File: config.mk
export PLATFORM = sky130hd
export DESIGN_NAME = branch_resolve_ctrl
export DESIGN_NICKNAME = d
export VERILOG_FILES = /design/src/rtl/branch_resolve_ctrl.sv
export SDC_FILE = /design/constraint.sdc
export NUM_CORES = 1
export LEC_CHECK = 0
export CAP_MARGIN = 40
export CORE_MARGIN = 3
export CORE_UTILIZATION = 40
export CTS_BUF_LIST = sky130_fd_sc_hd__clkbuf_4 sky130_fd_sc_hd__clkbuf_8 sky130_fd_sc_hd__clkbuf_16
export DETAILED_ROUTE_END_ITERATION = 10
export GPL_ROUTABILITY_DRIVEN = 0
export SYNTH_ARGS = -nofsm -noshare
export SYNTH_HDL_FRONTEND = slang
export SYNTH_SLANG_ARGS = --single-unit
File: constraint.sdc
create_clock -name clk -period 16.9 [get_ports clk]
set_clock_uncertainty 0.15 [all_clocks]
set_input_delay 3.38 -clock clk [delete_from_list [all_inputs] [get_ports clk]]
set_output_delay 3.38 -clock clk [all_outputs]
set_load 0.01 [all_outputs]
File: src/rtl/branch_resolve_ctrl.sv
// Branch resolve sequencer: queues predicted branches in order, checks each
// resolution from execute against its stored prediction, trains the predictor
// and on a mispredict redirects fetch, flushes and drops younger branches.
//
// Ports:
//   clk, rst                 clock, synchronous active-high reset
//   pred_valid/taken/pc/offset, pred_ready   prediction push interface
//   res_valid, res_taken     resolution of the oldest in-flight branch
//   update_valid/pc/taken    one-cycle predictor training pulse
//   redirect_valid/pc        one-cycle fetch redirect pulse
//   flush                    pipeline flush, held FLUSH_CYCLES cycles
//   inflight_count           occupied queue entries
//   mispredict_count         mispredicts since reset (wraps)
module branch_resolve_ctrl #(
    parameter int unsigned DEPTH        = 4,
    parameter int unsigned PC_W         = 64,
    parameter int unsigned FLUSH_CYCLES = 2
) (
    input  logic                         clk,
    input  logic                         rst,
    input  logic                         pred_valid,
    input  logic                         pred_taken,
    input  logic [PC_W-1:0]              pred_pc,
    input  logic [PC_W-1:0]              pred_offset,
    output logic                         pred_ready,
    input  logic                         res_valid,
    input  logic                         res_taken,
    output logic                         update_valid,
    output logic [PC_W-1:0]              update_pc,
    output logic                         update_taken,
    output logic                         redirect_valid,
    output logic [PC_W-1:0]              redirect_pc,
    output logic                         flush,
    output logic [$clog2(DEPTH+1)-1:0]   inflight_count,
    output logic [15:0]                  mispredict_count
);

    localparam int unsigned PTR_W = $clog2(DEPTH);
    localparam int unsigned CNT_W = $clog2(DEPTH + 1);
    localparam int unsigned FC_W  = $clog2(FLUSH_CYCLES + 1);

    typedef enum logic {ST_RUN, ST_FLUSH} state_e;

    // Queue storage
    logic [PC_W-1:0] mem_pc_q    [DEPTH];
    logic [PC_W-1:0] mem_off_q   [DEPTH];
    logic            mem_taken_q [DEPTH];

    state_e            state_q, state_d;
    logic [PTR_W-1:0]  head_q, head_d, tail_q, tail_d;
    logic [CNT_W-1:0]  count_q, count_d;
    logic [FC_W-1:0]   flush_cnt_q, flush_cnt_d;
    logic [15:0]       mispredict_count_q, mispredict_count_d;
    logic              update_valid_q, update_valid_d;
    logic [PC_W-1:0]   update_pc_q, update_pc_d;
    logic              update_taken_q, update_taken_d;
    logic              redirect_valid_q, redirect_valid_d;
    logic [PC_W-1:0]   redirect_pc_q, redirect_pc_d;
    logic              flush_q, flush_d;

    logic              push_c, resolve_c, mispredict_c, wr_en_c;
    logic [PC_W-1:0]   head_pc_c, head_off_c;
    logic              head_taken_c;

    // Ready depends on registers only, so a same-cycle pop cannot raise it
    assign pred_ready = (state_q == ST_RUN) && (count_q < CNT_W'(DEPTH));

    assign head_pc_c    = mem_pc_q[head_q];
    assign head_off_c   = mem_off_q[head_q];
    assign head_taken_c = mem_taken_q[head_q];

    assign push_c       = pred_valid && pred_ready;
    assign resolve_c    = res_valid && (state_q == ST_RUN) && (count_q != '0);
    assign mispredict_c = resolve_c && (res_taken != head_taken_c);
    // A push alongside a mispredict is wrong-path and is not stored
    assign wr_en_c      = push_c && !mispredict_c;

    // Next-state, queue bookkeeping and output pulses
    always_comb begin
        state_d            = state_q;
        head_d             = head_q;
        tail_d             = tail_q;
        count_d            = count_q;
        flush_cnt_d        = flush_cnt_q;
        mispredict_count_d = mispredict_count_q;
        update_valid_d     = 1'b0;
        update_pc_d        = update_pc_q;
        update_taken_d     = update_taken_q;
        redirect_valid_d   = 1'b0;
        redirect_pc_d      = redirect_pc_q;

        if (push_c) begin
            tail_d  = tail_q + PTR_W'(1);
            count_d = count_d + CNT_W'(1);
        end
        if (resolve_c) begin
            head_d         = head_q + PTR_W'(1);
            count_d        = count_d - CNT_W'(1);
            update_valid_d = 1'b1;
            update_pc_d    = head_pc_c;
            update_taken_d = res_taken;
        end

        case (state_q)
            ST_RUN: begin
                if (mispredict_c) begin
                    state_d            = ST_FLUSH;
                    flush_cnt_d        = FC_W'(FLUSH_CYCLES);
                    redirect_valid_d   = 1'b1;
                    redirect_pc_d      = res_taken ? (head_pc_c + head_off_c)
                                                   : (head_pc_c + PC_W'(4));
                    mispredict_count_d = mispredict_count_q + 16'd1;
                    tail_d             = tail_q;
                    head_d             = tail_q;
                    count_d            = '0;
                end
            end
            ST_FLUSH: begin
                if (flush_cnt_q <= FC_W'(1)) begin
                    state_d     = ST_RUN;
                    flush_cnt_d = '0;
                end else begin
                    flush_cnt_d = flush_cnt_q - FC_W'(1);
                end
            end
            default: state_d = ST_RUN;
        endcase

        flush_d = (state_d == ST_FLUSH);
    end

    // State and output registers
    always_ff @(posedge clk) begin
        if (rst) begin
            state_q            <= ST_RUN;
            head_q             <= '0;
            tail_q             <= '0;
            count_q            <= '0;
            flush_cnt_q        <= '0;
            mispredict_count_q <= '0;
            update_valid_q     <= 1'b0;
            update_pc_q        <= '0;
            update_taken_q     <= 1'b0;
            redirect_valid_q   <= 1'b0;
            redirect_pc_q      <= '0;
            flush_q            <= 1'b0;
        end else begin
            state_q            <= state_d;
            head_q             <= head_d;
            tail_q             <= tail_d;
            count_q            <= count_d;
            flush_cnt_q        <= flush_cnt_d;
            mispredict_count_q <= mispredict_count_d;
            update_valid_q     <= update_valid_d;
            update_pc_q        <= update_pc_d;
            update_taken_q     <= update_taken_d;
            redirect_valid_q   <= redirect_valid_d;
            redirect_pc_q      <= redirect_pc_d;
            flush_q            <= flush_d;
        end
    end

    // Queue entry write; contents need no reset since count gates their use
    always_ff @(posedge clk) begin
        if (wr_en_c) begin
            mem_pc_q[tail_q]    <= pred_pc;
            mem_off_q[tail_q]   <= pred_offset;
            mem_taken_q[tail_q] <= pred_taken;
        end
    end

    assign update_valid     = update_valid_q;
    assign update_pc        = update_pc_q;
    assign update_taken     = update_taken_q;
    assign redirect_valid   = redirect_valid_q;
    assign redirect_pc      = redirect_pc_q;
    assign flush            = flush_q;
    assign inflight_count   = count_q;
    assign mispredict_count = mispredict_count_q;

endmodule

==> flow_summary.json <==
{
  "yosys.area_share.xor_xnor": 0.03760,
  "cp_top_family": "buffers and inverters",
  "yosys.area_share.simple": 0.09319,
  "slowest_delay_ps": 770,
  "numCtsBuffers": 73,
  "setup_violations": 0,
  "drv_slew": 0,
  "grt_pass1_vias": 18930,
  "hold_viol": 0,
  "fmax_ghz": 0.1470,
  "min-delay-start": "update_pc[55]",
  "period_share": 0.4025,
  "place_area_mm2": 0.03365,
  "htree_levels": 3,
  "finalWirelength_um": 81800,
  "drive_above_1_share": 0.1141,
  "start_util": 0.4059,
  "power_density_mw_per_mm2": 207.7,
  "dpl_worst_slack_ps": 9382,
  "design_area_mm2": 0.03624,
  "root_buffer": "clkbuf_16",
  "max-cap-violations": 0,
  "synth-compound-area-share": 0.08799,
  "r2r-end": "redirect_pc[61]",
  "cp_max_fo": 67,
  "synthFlopType": "edfxtp_1",
  "grt_max_degree": 111,
  "worstSetupPathType": "primary input to flop",
  "clock_sinks": 673,
  "grt_antenna_before_repair": 3,
  "required_ps": 16970,
  "syn2layout_area_growth_pct": 21.53,
  "ys_types": 83,
  "synthCells": 2188,
  "path_clk_slew_ps": 60,
  "cts_setup_buffers": 0,
  "path_buf_inv": 4,
  "ys_ff_latch": 673,
  "internal_power_mw": 4.585,
  "period_needed_ps": 6801,
  "core_area_mm2": 0.07345,
  "seqPwrFrac": 0.308,
  "rsz0062_at_grt": "false",
  "clkPwrFrac": 0.224,
  "critical_path.most_common_cell": "buf_4",
  "die_w_um": 279.0,
  "vias_per_cell": 5.573,
  "fin_nets": 2670,
  "relSlewSlack": 0.3914,
  "switching_share": 0.3910,
  "fin_ws_ps": 10100,
  "post-route-drc-count": 0,
  "synth_top_family_by_area": "multiplexers",
  "r2r-start": "head_q[0]",
  "synth_seq_area_share": 0.6250,
  "first_iter_violations": 1743,
  "dr_total_vias": 19420,
  "whs_path_depth": 2,
  "wl_per_cell_um": 23.48,
  "tns_ps": 0,
  "ir_worst_vdd_uv": 97.26,
  "async_reset_ff_frac": 0,
  "ys_warn_count": 0,
  "crit_slowest_cell": "and3_4",
  "cp-end-kind": "flop",
  "post-dp-hpwl_um": 57180,
  "numPortBuffers": 285,
  "path_cells": "clkdlybuf4s50_1, nand3_4, buf_12, or2_2, buf_4, and3_4, buf_4",
  "cts_max_path_buffers": 3,
  "hold_end": "update_pc[55]",
  "hold_path.class": "flop to flop",
  "overflow": 0,
  "power_mw": 7.529,
  "regArea_mm2": 0.01865,
  "cts_tree": "done",
  "syn_nets": 2395,
  "holdBufCountCts": 0,
  "startpoint_type": "primary input",
  "syn_area_per_cell_um2": 13.63,
  "row_count": 99,
  "dr.pass1.iters": 6,
  "status": "complete, no violations",
  "synth_edf_count": 516,
  "arrival_ps": 6880,
  "r2r_cells": 14,
  "grt_pass1_wl_um": 121300,
  "track_usage": 0.2069,
  "die_h_um": 279.0,
  "worstSkewPairLatency_ps": 610,
  "worstMarginPinSlew_ps": 912.9,
  "ios": 286,
  "dieArea_mm2": 0.07786,
  "ctsResizeCount": 0,
  "multiInputGateArea_mm2": 0.01055,
  "synth_mux_area_frac": 0.1026,
  "r2r_setup_slack_ps": 10910,
  "synth_fa_ha_area_frac": 0.03088,
  "ant_nets": 0,
  "fill_cells": 6285,
  "power.switching_mw": 2.944,
  "pwr-share-comb": 0.468,
  "leakage_nw": 12.14,
  "syn-cell-area_mm2": 0.02982
}
## cell usage after synthesis (8+ instances only)
| cell | instances | area (µm²) |
|---|---|---|
| nand3_1 | 35 | 175.2 |
| nor3_1 | 31 | 155.2 |
| xor2_1 | 56 | 490.5 |
| and3_1 | 18 | 112.6 |
| nor2b_1 | 8 | 50.05 |
| a211oi_1 | 23 | 172.7 |
| o21ai_0 | 66 | 330.3 |
| mux4_2 | 109 | 2455 |
| nand2_1 | 270 | 1013 |
| mux4_1 | 20 | 525.5 |
| a21oi_1 | 193 | 965.9 |
| clkbuf_1 | 74 | 277.8 |
| o21bai_1 | 11 | 82.58 |
| nor4_1 | 9 | 56.30 |
| dfxtp_1 | 157 | 3143 |
| ha_1 | 72 | 900.9 |
| buf_2 | 18 | 90.09 |
| edfxtp_1 | 516 | 15490 |
| a31oi_1 | 13 | 81.33 |
| or3_1 | 10 | 62.56 |
| inv_1 | 33 | 123.9 |
| and2_1 | 14 | 87.58 |
| mux2i_1 | 8 | 80.08 |
| xnor2_1 | 72 | 630.6 |
| a21o_1 | 35 | 262.8 |
| nor2_1 | 132 | 495.5 |
| nand4_1 | 37 | 231.5 |
| and4_1 | 10 | 87.58 |
| o211ai_1 | 18 | 135.1 |
## placed cells by master (no fill, tap or decap), drive strengths merged, types with 23 or more instances in the layout
cell type	netlist	routed
clkdlybuf4s50	0	283
clkinv	0	25
buf	36	28
xnor2	72	72
nor3	34	34
ha	72	72
nand4	38	38
nand3	36	36
edfxtp	516	516
a21o	35	35
dfxtp	157	157
nand2	271	271
inv	34	37
o21ai	70	70
a21oi	193	193
mux4	129	129
xor2	56	56
nor2	133	133
a211oi	23	23
clkbuf	75	95
## worst reg2reg max path, cell delays in order, from the launching register on
cell and delay [ps]:
dfxtp_4 700, buf_4 380, buf_4 620, mux4_1 810
ha_1 500, a21oi_1 110, o21ai_0 250, a211oi_1 90
a221oi_1 450, nor3_1 100, a21oi_1 440, o2bb2ai_1 330
a21oi_1 260, or4_1 540, a31oi_1 180
## state kept, by name, summed over array words and instances, names as in the netlist
register and cells:
update_taken 1, mem_off_q 256, flush 1, flush_cnt_q 2
update_pc 64, redirect_valid 1, inflight_count 3, mispredict_count 16
head_q 2, update_valid 1, mem_pc_q 256, redirect_pc 64
tail_q 2, mem_taken_q 4
## kinds of logic after synthesis
logic type	Yosys count
fa+ha+maj	73
flops	673
compound gates	429
buf+inv	145
xor+xnor	128
simple gates	603
mux	137
## cell type report
type,instances,area share
Clock inverter,40,0.01505
Clock buffer,95,0.05628
Timing Repair Buffer,311,0.08631
Tap cell,959,0.03311
Antenna cell,2,0.0001381
Inverter,34,0.003522
Sequential cell,673,0.5145
Multi-Input combinational cell,1370,0.2911
## through the flow
step	util	hold WS, ps	std cells
2_1_floorplan	-	309.2	2188
3_3_place_gp	0.4566	294.0	3342
3_5_place_dp	0.4581	297.1	3347
4_1_cts	0.4933	305.2	3482
5_1_grt	0.4933	320.1	3482
6_report	0.4934	303.2	3484
## worst max path at each step
stage	startpoint	to	slack [ps]	depth (start not counted)
finish	res_valid	mem_off_q[0][41]	10100	7
global route	res_valid	mem_off_q[0][40]	9890	7
CTS	res_valid	mem_off_q[0][58]	10050	7
detailed placement	res_valid	mem_off_q[0][54]	9380	7
global placement	res_valid	mem_pc_q[0][52]	9210	6
floorplan	res_taken	mem_off_q[0][0]	8860	6
## power groups by stage
| stage | Combinational [mW] | Clock (mW) | Sequential (mW) |
|---|---|---|---|
| global route | 3.82 | 1.79 | 2.35 |
| CTS | 3.51 | 1.73 | 2.32 |
| floorplan | 2.38 | 0 | 2.35 |
| finish | 3.52 | 1.69 | 2.32 |
| detailed placement | 3.49 | 0 | 2.36 |
| global placement | 3.46 | 0 | 2.34 |
## routing by layer
layer / vias up / routed length (µm) / global-route usage
met1: 9692 / 34950 / 0.2822
li1: 8915 / - / -
met3: 121 / 5350 / 0.03579
met2: 684 / 39530 / 0.3409
met4: 4 / 1945 / 0.06343
met5: - / 24 / 0
No activity file was read; power rests on OpenSTA's default activity.
